[src/rtl/issue_hazard_ctrl.sv]
// Stall / split-issue controller for the 2-wide pipeline: resolves load-use and
// intra-pair hazards that forwarding cannot cover, and keeps hazard statistics.
module issue_hazard_ctrl (
  input  logic        clk,
  input  logic        rst_n,
  input  logic [3:0]  src1_1_ID_RF,
  input  logic [3:0]  src2_1_ID_RF,
  input  logic [3:0]  src1_2_ID_RF,
  input  logic [3:0]  src2_2_ID_RF,
  input  logic [2:0]  dest_1_ID_RF,
  input  logic [2:0]  dest_2_ID_RF,
  input  logic        wb_1_ID_RF,
  input  logic        wb_2_ID_RF,
  input  logic        valid1_ID_RF,
  input  logic        valid2_ID_RF,
  input  logic [2:0]  dest_1_RF_EX,
  input  logic [2:0]  dest_2_RF_EX,
  input  logic        wb_1_RF_EX,
  input  logic        wb_2_RF_EX,
  input  logic        valid1_RF_EX,
  input  logic        valid2_RF_EX,
  input  logic        load_1_RF_EX,
  input  logic        load_2_RF_EX,
  input  logic        flush,
  input  logic        clear_cnt,
  output logic        stall_IF_ID,
  output logic        stall_ID_RF,
  output logic        bubble_RF_EX,
  output logic        kill1_RF_EX,
  output logic        kill2_RF_EX,
  output logic        in_split,
  output logic [15:0] stall_cycles,
  output logic [15:0] split_count
);

  typedef enum logic {RUN = 1'b0, SPLIT2 = 1'b1} state_t;

  state_t      r_state;
  state_t      w_next;
  logic        w_lu1;
  logic        w_lu2;
  logic        w_dep;
  logic        w_split_start;
  logic        w_unused;

  function automatic logic op_match(input logic [3:0] src, input logic [2:0] dest,
                                    input logic vld, input logic wb);
    return src[3] && (src[2:0] == dest) && vld && wb;
  endfunction

  function automatic logic [15:0] sat_inc(input logic [15:0] v);
    return (v == 16'hFFFF) ? v : v + 16'd1;
  endfunction

  // Slot 2's own destination never creates a hazard at this boundary.
  assign w_unused = ^{dest_2_ID_RF, wb_2_ID_RF};

  // Only load producers in RF/EX count; ALU results are forwarded instead.
  assign w_lu1 = valid1_ID_RF &
    (op_match(src1_1_ID_RF, dest_1_RF_EX, valid1_RF_EX & load_1_RF_EX, wb_1_RF_EX) |
     op_match(src2_1_ID_RF, dest_1_RF_EX, valid1_RF_EX & load_1_RF_EX, wb_1_RF_EX) |
     op_match(src1_1_ID_RF, dest_2_RF_EX, valid2_RF_EX & load_2_RF_EX, wb_2_RF_EX) |
     op_match(src2_1_ID_RF, dest_2_RF_EX, valid2_RF_EX & load_2_RF_EX, wb_2_RF_EX));

  assign w_lu2 = valid2_ID_RF &
    (op_match(src1_2_ID_RF, dest_1_RF_EX, valid1_RF_EX & load_1_RF_EX, wb_1_RF_EX) |
     op_match(src2_2_ID_RF, dest_1_RF_EX, valid1_RF_EX & load_1_RF_EX, wb_1_RF_EX) |
     op_match(src1_2_ID_RF, dest_2_RF_EX, valid2_RF_EX & load_2_RF_EX, wb_2_RF_EX) |
     op_match(src2_2_ID_RF, dest_2_RF_EX, valid2_RF_EX & load_2_RF_EX, wb_2_RF_EX));

  assign w_dep = valid1_ID_RF & valid2_ID_RF & wb_1_ID_RF &
    (op_match(src1_2_ID_RF, dest_1_ID_RF, 1'b1, 1'b1) |
     op_match(src2_2_ID_RF, dest_1_ID_RF, 1'b1, 1'b1));

  always_comb begin
    stall_IF_ID  = 1'b0;
    stall_ID_RF  = 1'b0;
    bubble_RF_EX = 1'b0;
    kill1_RF_EX  = 1'b0;
    kill2_RF_EX  = 1'b0;
    w_next       = r_state;
    if (!rst_n) begin
      w_next = RUN;
    end else if (flush) begin
      w_next = RUN;
    end else if (r_state == RUN) begin
      if (w_lu1 | w_lu2) begin
        stall_IF_ID  = 1'b1;
        stall_ID_RF  = 1'b1;
        bubble_RF_EX = 1'b1;
      end else if (w_dep) begin
        stall_IF_ID = 1'b1;
        stall_ID_RF = 1'b1;
        kill2_RF_EX = 1'b1;
        w_next      = SPLIT2;
      end
    end else begin
      if (w_lu2) begin
        stall_IF_ID  = 1'b1;
        stall_ID_RF  = 1'b1;
        bubble_RF_EX = 1'b1;
      end else begin
        kill1_RF_EX = 1'b1;
        w_next      = RUN;
      end
    end
  end

  assign in_split      = rst_n & (r_state == SPLIT2);
  assign w_split_start = (r_state == RUN) & (w_next == SPLIT2);

  always_ff @(posedge clk or negedge rst_n) begin
    if (!rst_n) begin
      r_state      <= RUN;
      stall_cycles <= 16'd0;
      split_count  <= 16'd0;
    end else begin
      r_state <= w_next;
      if (clear_cnt) begin
        stall_cycles <= 16'd0;
        split_count  <= 16'd0;
      end else begin
        if (stall_ID_RF)   stall_cycles <= sat_inc(stall_cycles);
        if (w_split_start) split_count  <= sat_inc(split_count);
      end
    end
  end

endmodule

[config.mk]
export PLATFORM = sky130hd
export DESIGN_NAME = issue_hazard_ctrl
export DESIGN_NICKNAME = d
export VERILOG_FILES = /design/src/rtl/issue_hazard_ctrl.sv
export SDC_FILE = /design/constraint.sdc
export NUM_CORES = 1
export LEC_CHECK = 0
export ABC_CLOCK_PERIOD_IN_PS = 2300
export BUFFER_PORTS_ARGS = -buffer_cell sky130_fd_sc_hd__buf_4
export CELL_PAD_IN_SITES_DETAIL_PLACEMENT = 1
export CELL_PAD_IN_SITES_GLOBAL_PLACEMENT = 1
export CORE_MARGIN = 2
export CORE_UTILIZATION = 35
export CTS_BUF_LIST = sky130_fd_sc_hd__clkbuf_4
export DETAILED_ROUTE_END_ITERATION = 12
export PLACE_DENSITY_LB_ADDON = 0.1
export REMOVE_ABC_BUFFERS = 1
export SETUP_SLACK_MARGIN = 0.02
export SKIP_CTS_REPAIR_TIMING = 1
export SYNTH_ARGS = -nofsm -noshare
export SYNTH_HDL_FRONTEND = slang
export SYNTH_SLANG_ARGS = --single-unit
export TNS_END_PERCENT = 10
[constraint.sdc]
create_clock -name clk -period 2.3 [get_ports clk]
set_input_delay 0.115 -clock clk [delete_from_list [all_inputs] [get_ports clk]]
set_output_delay 0.115 -clock clk [all_outputs]
set_load 0.05 [all_outputs]
[Word-level counts from Yosys, hierarchy flattened]
Cells that the tools add are included.
Widths: inputs -> output; s select.
Word-level totals
  latch bits: 0
  input bits: 42
  output and inout port bits: 38
  memory bits (writable): 0
  memory bits (read-only): 0
  word-level logic and storage cells: 94
  register bits: 33
  memories kept: 0
Operators by class
  order comparisons: 0
  multiply operators: 0
  mux-type cells: 27
  divide/modulo/power cells: 0
  shifts and indexed selects: 0
  equality and inequality tests: 14
  add/sub/neg operators: 2
  bitwise logic cells: 18
  reduce and logical (&&, ||, !) cells: 30
Operator list (count)
  $mux 16: 6
  $add 16x1->16 const B: 2
  $eq 16x16->1 const B: 2
  $eq 3x3->1: 10
  $logic_and 1x1->1: 26
  $mux 1: 21
  $and 1x1->1: 9
  $or 1x1->1: 8
  $ne 2x2->1 const B: 2
  $reduce_and 2->1: 2
  $reduce_bool 2->1: 2
  $not 1->1: 1

[Longest topological paths before layout]
  depth after elaboration: 16
  depth in mapped cells: 10
  gate-level depth less buffers: 7

[Least setup slack after synthesis]
No wires, ideal clock.
  path kind: register to register
  start: register split_count[7]
  end: register split_count[9]
  arrival: 2.364 ns
  clock period less this slack: 2.489 ns
  cell stages (with the launch flop): 8
  required time: 2.175 ns
  buffers on the path: 0
  slack: -0.189 ns
  library setup time: 0.125 ns
  cell sequence: dfrtp_1 > and4_1 > and3_1 > nand2_1 > o311ai_2 > nor3_1 > and4_1 > mux2_2
On the way
  longest elaborated chain between the ends: 4
  elaborated cells on any way between the ends: 7
  classes of those cells: add/sub: 1; eq/ne: 2; mux: 3; reduce/logical: 1
RTL lines
  start: declaration: line 33  | output logic [15:0] split_count
  start signal: assignment: line 124  | if (w_split_start) split_count <= sat_inc(split_count);
  $add 16x1->16: line 52  | return (v == 16'hFFFF) ? v : v + 16'd1;
  $mux 16: line 52
  $mux 16: line 124
  $mux 16: line 119  | if (clear_cnt) begin
Parallel ways exist; a longest one is shown, timed or not. The select of a mux whose other input is x is not followed.
A chain may end at the register's enable or synchronous reset.

[Worst setup path after layout]
  start: register split_count[9]
  end: register split_count[8]
On the way
  longest elaborated chain between the ends: 3
RTL lines (line)
  $eq 16x16->1: 52
  $ne 2x2->1 (no line)
  $reduce_and 2->1 (no line)
No other way between the ends.

==> metrics.txt <==
Yosys cell types=47; Slew @ Worst Pin=0.574 ns; Synth warnings=0; gp weighted congestion=0.790; drt wl/cell=roughly 17 um; clk buf depth=2; total power=1.12 mW; Die Ht=87.8 um; Die ar.=between 0.007 and 0.008 mm2; Total GRT Usage=between 20 and 25%; Finished Cell Area=0.00335 mm2; setup TNS=0 ns; fin crit period=2.23 ns; dominant cells by area after synthesis=dfrtp_1, xnor2_1, mux2_2; DP Area=around 0.0032 mm2; Yosys reg bits=33; Slew Viols, Final=0; clk sink count=33; Core Rows=30; depth of the CTS H-tree=2; Worst path max stage delay=0.50 ns; nets=407; Routed WL=7890 um; Via-to-Cell Ratio=5.42; detailed router's first-iteration violation count=60; Final Hold Viols=0; initial core utilization=approximately 36%; critical path's top delay family=simple AND/OR/NAND/NOR gates; Setup-failing EPs final=0; critical path required time=roughly 2.6 ns; number of buffer and inverter stages on the critical path=0; # diodes=0; initial antenna violation count=0; P_leak=1.40 nW; first-pass GRT wire length=about 12000 um; Hold Path Class=in2reg; Max VDD drop=198 uV; hpwl dp=5860 um; Area growth syn-to-layout=36.3%; Post-Syn Area=0.00246 mm2; CTS Buf Count=5; crit path cell chain=and4_1 -> and3_4 -> nand2_2 -> o311ai_4 -> or3_4 -> or4_4 -> a21oi_2; R2R depth=7; worst hold margin=0.217 ns; total grt overflow=0; Crit path depth=7; clock transition at the registers of the reported paths=0.11 ns; critical path peak fanout=6; Setup crit end kind=flop; sequential element share of the synthesized area=~34%; status=finished clean; share of layout cells above drive strength 1=37.4%; max_cap viols=0; buffers added on ports=75; PwrDens=333 mW/mm2; clk_lat worst skew=0.34 ns; # placed instances=450; setup slack after layout=0.0666 ns; fin cells=460; Synth area leader=dfrtp_1; hold path depth=4; Worst setup SP type=flop; pre-CTS setup slack=about 0.058 ns; largest net degree at the start of global routing=45; Final Core Density=roughly half; crit path DAT=~2.5 ns; Routed Antenna Nets=0; CTS tree=built; Core Area=about 0.0068 mm2; Synth top area share=33.6%; Syn Inst Count=~270; Die Wd=87.8 um; clock root buffer=clkbuf_4; vias in the first global route=2514; Crit-path slowest cell=or4_4; Syn Area/Cell=roughly 9.0 um2; Via Count=between 2000 and 2500; I/O Pins=80; Max Clock Skew=0.00806 ns; Max-slew headroom=61.6%; Crit Path Category=reg2reg; Pre-antenna DRT Iters=4; RSZ-0062 raised after global routing=yes; period utilization=between 90% and 100%; Max Fclk=448 MHz; DRC viols=0
final timing paths:
| check | start | endpoint | slack (ns) |
|---|---|---|---|
| worst max-delay path | split_count[9]$_DFFE_PN0P_ | split_count[8]$_DFFE_PN0P_ | 0.07 |
| worst max register to register | split_count[9]$_DFFE_PN0P_ | split_count[8]$_DFFE_PN0P_ | 0.07 |
| worst min-delay path | wb_1_ID_RF | r_state$_DFF_PN0_ | 0.22 |
| max in group asynchronous | rst_n | stall_cycles[6]$_DFFE_PN0P_ | 1.61 |
| min in group asynchronous | rst_n | stall_cycles[1]$_DFFE_PN0P_ | 0.37 |
| worst min register to register | split_count[15]$_DFFE_PN0P_ | split_count[15]$_DFFE_PN0P_ | 0.58 |
registers in the layout, summed over array words and instances (netlist names):
register and cells:
r_state 1, stall_cycles 16, split_count 16
synth_stat cells, drive strengths merged:
master,count
nor3b,2
nor4,8
a21boi,2
nor2b,14
buf,12
or3b,1
dfrtp,33
a21oi,19
and2,2
o21ai,7
nor2,22
xnor2,33
o21ba,1
nand2,8
or4,4
mux2i,1
and3,7
and4,4
or2,1
a311oi,1
inv,1
or3,9
and2b,1
nand3b,4
o41ai,4
o31ai,5
o311ai,1
nand3,14
nand2b,1
or4b,3
clkbuf,8
nor3,5
o31a,1
nor4b,1
mux2,12
ha,2
nand4,17
a21o,1
o21a,2
area by class of cell:
class	instances	area, um2
clock buffer	5	37.5
clock inverter	3	12.5
fill	822	3440
inverter	1	3.75
multi-input combinational	221	1590
sequential	33	826
tap	96	120
timing repair buffer	101	761
placed cells by master, fill, tap and decap left out, types with 7 or more instances in the layout:
cell type,instances
a21oi_1,16
buf_4,100
dfrtp_1,33
mux2_2,12
nand2_1,7
nand3_1,14
nand4_1,17
nor2_1,21
nor2b_1,14
o21ai_0,7
or3_1,8
xnor2_1,33
worst reg2reg max path: stages, from the launching register on:
cell	delay, ns
dfrtp_1	0.40
and4_1	0.23
and3_4	0.20
nand2_2	0.10
o311ai_4	0.12
or3_4	0.47
or4_4	0.50
a21oi_2	0.15
report_power, final:
| group | switching, mW | internal (mW) |
|---|---|---|
| registers | 0.000704 | 0.580 |
| clock network | 0.216 | 0.111 |
| logic | 0.109 | 0.0994 |
| total | 0.326 | 0.790 |
logic make-up after synthesis:
| family | count (synthesis) | share of synthesized area [%] |
|---|---|---|
| adders and majority gates | 2 | 1.02 |
| buffers and inverters | 21 | 4.43 |
| muxes | 13 | 5.91 |
| and+or+nand+nor | 128 | 30.9 |
| DFF | 33 | 33.6 |
| xor gates and xnor gates | 33 | 11.8 |
| AOI/OAI and AO/OA | 44 | 12.4 |
per-layer routing:
layer | vias to the layer above | global-route usage [%] | part of all wire (%)
li1 | 1181 | - | -
met2 | 69 | 34.7 | 48
met5 | - | 0 | 0
met3 | 11 | 3.49 | 5.0
met4 | 0 | 6.01 | 1.7
met1 | 1233 | 26.2 | 45
Power figures use the tool's default switching activity.
